File: config.mk
export PLATFORM = sky130hd
export DESIGN_NAME = comp_or_reduce_pipe
export DESIGN_NICKNAME = d
export VERILOG_FILES = /design/src/rtl/comp_or_reduce_pipe.sv
export SDC_FILE = /design/constraint.sdc
export NUM_CORES = 1
export LEC_CHECK = 0
export CORE_UTILIZATION = 52
export DETAILED_ROUTE_END_ITERATION = 16
export GPL_TIMING_DRIVEN = 0
export PLACE_DENSITY_LB_ADDON = 0.08
export SYNTH_ARGS = -nofsm -noshare
export SYNTH_HDL_FRONTEND = slang
export SYNTH_SLANG_ARGS = --single-unit
File: constraint.sdc
create_clock -name clk -period 3.21 [get_ports clk]
set_input_delay 0.8025 -clock clk [delete_from_list [all_inputs] [get_ports clk]]
set_output_delay 0.8025 -clock clk [all_outputs]
set_load 0.02 [all_outputs]
File: src/rtl/comp_or_reduce_pipe.sv
// comp_or_reduce_pipe: two-stage masked OR reduction across N channels of W bits,
// with optional sticky accumulation across beats and a saturating beat counter.
// A ready/valid handshake is used on both sides; the whole pipeline stalls together
// when the output register is full and not being drained.
module comp_or_reduce_pipe #(
   parameter int W  = 8,
   parameter int N  = 4,
   parameter int CW = 8
) (
   input  logic           clk,
   input  logic           rst,
   input  logic           in_valid,
   output logic           in_ready,
   input  logic [N*W-1:0] in_data,
   input  logic [N-1:0]   in_mask,
   input  logic           acc_mode,
   input  logic           clear,
   output logic           out_valid,
   input  logic           out_ready,
   output logic [W-1:0]   out_data,
   output logic           out_any,
   output logic [CW-1:0]  out_count
);

   localparam int H = N / 2;

   // Counter increment that sticks at all-ones instead of wrapping.
   function automatic logic [CW-1:0] sat_inc(input logic [CW-1:0] c);
      return (&c) ? c : c + CW'(1);
   endfunction

   logic [W-1:0]  lo_c, hi_c;
   logic          vld_p1;
   logic [W-1:0]  lo_p1, hi_p1;
   logic          acc_mode_p1, clear_p1;
   logic [W-1:0]  r_c, data_c;
   logic [CW-1:0] count_c;
   logic          vld_p2;
   logic [W-1:0]  data_p2, acc_p2;
   logic [CW-1:0] count_p2, acc_cnt_p2;

   // Everything advances together; a full, undrained output blocks all stages.
   assign in_ready = ~(vld_p2 & ~out_ready);

   // Masked OR of the lower and upper halves of the channels.
   always_comb begin
      lo_c = '0;
      hi_c = '0;
      for (int k = 0; k < N; k++) begin
         if (in_mask[k]) begin
            if (k < H) lo_c = lo_c | in_data[k*W +: W];
            else       hi_c = hi_c | in_data[k*W +: W];
         end
      end
   end

   // ---- stage 1: half reductions and beat controls ----
   // Stage-1 register; holds while stalled.
   always_ff @(posedge clk or posedge rst) begin
      if (rst) begin
         vld_p1      <= 1'b0;
         lo_p1       <= '0;
         hi_p1       <= '0;
         acc_mode_p1 <= 1'b0;
         clear_p1    <= 1'b0;
      end else if (in_ready) begin
         vld_p1      <= in_valid;
         lo_p1       <= lo_c;
         hi_p1       <= hi_c;
         acc_mode_p1 <= acc_mode;
         clear_p1    <= clear;
      end
   end

   // Final reduction, accumulation and beat count for the stage-1 beat.
   // acc_cnt_p2 is zero outside accumulation, so a switch into acc_mode
   // naturally restarts the count at 1.
   always_comb begin
      r_c     = lo_p1 | hi_p1;
      data_c  = r_c;
      count_c = CW'(1);
      if (acc_mode_p1 && !clear_p1) begin
         data_c  = r_c | acc_p2;
         count_c = sat_inc(acc_cnt_p2);
      end
   end

   // ---- stage 2: output register and accumulator ----
   // Output/accumulator register; bubbles drop out_valid, acc holds.
   always_ff @(posedge clk or posedge rst) begin
      if (rst) begin
         vld_p2     <= 1'b0;
         data_p2    <= '0;
         count_p2   <= '0;
         acc_p2     <= '0;
         acc_cnt_p2 <= '0;
      end else if (in_ready) begin
         if (vld_p1) begin
            vld_p2     <= 1'b1;
            data_p2    <= data_c;
            count_p2   <= count_c;
            acc_p2     <= acc_mode_p1 ? data_c : '0;
            acc_cnt_p2 <= acc_mode_p1 ? count_c : '0;
         end else begin
            vld_p2 <= 1'b0;
         end
      end
   end

   assign out_valid = vld_p2;
   assign out_data  = data_p2;
   assign out_count = count_p2;
   assign out_any   = |data_p2;

endmodule

==> results.json <==
{
  "run_status": "finished clean",
  "switching_share_pct": 32.50,
  "finalWorstSetupSlack_ns": 0.1528,
  "routedLengthMet1_mm": 2.684,
  "clk_latency_ns": 0.31,
  "n_antenna_cell": 0,
  "critical_path.max_stage_delay_ns": 0.64,
  "cp_cell_sequence": "clkdlybuf4s50_1 -> nor2b_1 -> buf_4 -> inv_4 -> clkdlybuf4s50_1",
  "ys_async_sr_fraction_pct": 100.0,
  "critPathMostFrequentCell": "clkdlybuf4s50_1",
  "signal_arrival_time_at_the_worst_endpoint_ns": 2.25,
  "boundary_pins": 61,
  "clk_pin_slew_ns": 0.09,
  "netlist.area_leader.share_pct": 55.41,
  "multi_input_comb_area_um2": 945.9,
  "wl_met2_mm": 2.197,
  "cts_resized": 0,
  "remaining_global_route_overflow": 0,
  "tritoncts_clock_tree": "built",
  "synth_area_per_cell_um2": 9.665,
  "max_clock_freq_ghz": 0.3271,
  "synthDominantAreaCellType": "dfrtp_1",
  "most_frequent_cell_after_synthesis": "nor2_1",
  "cts_sinks": 52,
  "place_worst_setup_slack_ns": -0.2279,
  "dp.cells": 352,
  "finalClockSkew_ns": 0.004081,
  "fin_cells": 358,
  "initial_utilization_pct": 53.94,
  "yosys-top-cells-area": "dfrtp_1 (55%), nor2_1 (8.5%), a221oi_1 (6.0%)",
  "synthTopCellsByCount": "nor2_1 (53), dfrtp_1 (52), nand2_1 (26), a221oi_1 (16), a21oi_1 (10)",
  "input_output_buffers": 56,
  "finalSetupTns_ns": 0,
  "critPathRequiredTime_ns": 2.41,
  "cts_max_level": 2,
  "maxUsedRoutingLayer": "met4",
  "seq_power_share_pct": 51.1,
  "utilization_pct": 70.55,
  "worstHoldPathType": "reg2reg",
  "vias": 2026,
  "grt_pass1_wl_mm": 9.204,
  "drc_errors": 0,
  "grtUsageTotal_pct": 24.19,
  "critical_path.slowest_cell": "clkdlybuf4s50_1",
  "final_layout_size_suffix_gt1_share_pct": 6.536,
  "reg2reg_depth": 5,
  "layout-area-overhead-vs-synth_pct": 30.79,
  "synth-seq-cells": 52,
  "drt.antenna.violating_nets": 0,
  "drv.max_cap_violation_count": 0,
  "design_power_total_mw": 1.717,
  "gpl.final_weighted_congestion": 0.8368,
  "avgRoutedWirePerCell_um": 14.72,
  "start_kind": "input pin",
  "die_w_um": 69.21,
  "power.clock.fraction_pct": 21.1,
  "post_synth_instance_area_um2": 2349,
  "cts_max_path_buffers": 2,
  "power_frac_comb_pct": 27.8,
  "layout.area.seq_um2": 1301,
  "detailed_place_hpwl_mm": 3.912,
  "total_leakage_power_nw": 1.251,
  "vias_in_the_first_global_route": 1913,
  "hold_viol": 0,
  "final_min_period_over_clock_period_pct": 95.24,
  "critPathCaptureType": "primary output",
  "yosysWarningCount": 0,
  "post_drt_via_cell_ratio": 5.659,
  "relSlewSlack_pct": 63.28,
  "die_h_um": 69.21,
  "area_of_the_die_um2": 4789,
  "rows": 24,
  "filler_cell_count": 349,
  "netlist_instances": 243,
  "worst_case_register_to_register_setup_slack_ns": 1.48,
  "detailedRoute.firstIterationViolations": 182,
  "tritoncts.num_buffers": 5,
  "power.internal_mw": 1.159,
  "pin_count_of_the_biggest_net_entering_global_routing": 28,
  "layout.nets": 349,
  "critical_path_class": "in2out",
  "ys_types": 40,
  "core_box_area_um2": 4354,
  "seq_area_frac_synth_pct": 55.41,
  "whs_path_depth": 1,
  "total_switching_power_mw": 0.5581,
  "critPathMaxFanout": 17,
  "peakVddDrop_mv": 0.3799,
  "dominantRegCellSynth": "dfrtp_1",
  "min_period_ns": 3.057,
  "grt_antenna_before_repair": 0,
  "synth_edf_count": 0,
  "power.density_cell_area_nw_per_um2": 559.1,
  "cts_hold_repair.buffers": 0,
  "final_max_slew_viol_count": 0,
  "final_cell_area_um2": 3072,
  "setup_viol": 0,
  "setup_repair_after_global_routing_missed_its_margin": "false",
  "totalWireLength_mm": 5.269,
  "dr.pass1.iters": 4,
  "hold_slack_ns": 0.4860,
  "standard_cell_area_after_detailed_placement_um2": 2994,
  "post-cts-setup-buffers": 0,
  "postSynthNetCount": 286,
  "dr_wl_met3_um": 317,
  "cts_root_buf": "clkbuf_8",
  "tightestPinTransition_ns": 0.5500
}
[final timing paths]
path                                           start                         to
setup / recovery                           out_ready                   in_ready
hold / removal              out_count[7]$_DFFE_PP0P_   out_count[7]$_DFFE_PP0P_
setup reg to reg           acc_cnt_p2[0]$_DFFE_PP0P_  acc_cnt_p2[6]$_DFFE_PP0P_
hold reg to reg             out_count[7]$_DFFE_PP0P_   out_count[7]$_DFFE_PP0P_
max in group asynchronous                        rst  acc_cnt_p2[3]$_DFFE_PP0P_
min in group asynchronous                        rst       lo_p1[1]$_DFFE_PP0N_
[power by group through the flow]
stage	clock, mW	combinational (mW)	sequential [mW]
after CTS	0.366	0.480	0.877
after detailed placement	0	0.479	0.890
after global placement	0	0.466	0.886
final	0.363	0.478	0.877
after global routing	0.393	0.527	0.897
after floorplan	0	0.243	0.915
[area by class of cell]
class / instances / share of cell area, %
plain buffers: 13 / 2.240
well taps: 52 / 2.118
repair buffers: 57 / 18.90
multi-input cells: 170 / 30.79
flip-flops and latches: 52 / 42.36
clock inverters: 2 / 0.4073
inverters: 7 / 0.9369
clock buffers: 5 / 2.240
[state kept, by name, summed over array words and instances (netlist names)]
register     cells
hi_p1            8
acc_p2           8
lo_p1            8
acc_mode_p1      1
clear_p1         1
acc_cnt_p2       8
out_valid        1
vld_p1           1
out_count        8
out_data         8
[layer usage]
metal,up-vias,track usage [%]
li1,994,-
met1,947,37.55
met2,76,34.20
met3,9,4.797
met4,0,7.710
met5,-,0
[cell usage in the layout, fill, tap and decap left out, types with 2 or more instances in the layout]
| master | Yosys | routed |
|---|---|---|
| o21ai_0 | 3 | 3 |
| o21ai_1 | 8 | 8 |
| nor2_1 | 53 | 53 |
| nand2b_1 | 2 | 2 |
| buf_4 | 3 | 3 |
| a31oi_1 | 8 | 8 |
| buf_1 | 3 | 3 |
| nand2_1 | 26 | 26 |
| a221oi_1 | 16 | 16 |
| nor4_1 | 3 | 3 |
| clkbuf_1 | 6 | 5 |
| o31ai_1 | 4 | 4 |
| clkbuf_8 | 0 | 5 |
| inv_1 | 6 | 5 |
| clkdlybuf4s50_1 | 0 | 56 |
| a21oi_1 | 10 | 10 |
| nand3_1 | 6 | 6 |
| dfrtp_1 | 52 | 52 |
| and3_4 | 2 | 2 |
| a21o_1 | 2 | 2 |
| o2bb2ai_1 | 8 | 8 |
| nand4_1 | 2 | 2 |
[cell families after synthesis]
logic type      synth area share, %
compound gates                20.03
xor+xnor                     0.3730
fa+ha+maj                    0.5327
buf+inv                       4.315
flops                         55.41
mux                          0.4262
simple gates                  18.91
[critical path, delay by kind of cell]
family	cells	cell delay, ns
simple gates	1	0.04
buf+inv	4	1.41
Power figures use the tool's default switching activity.
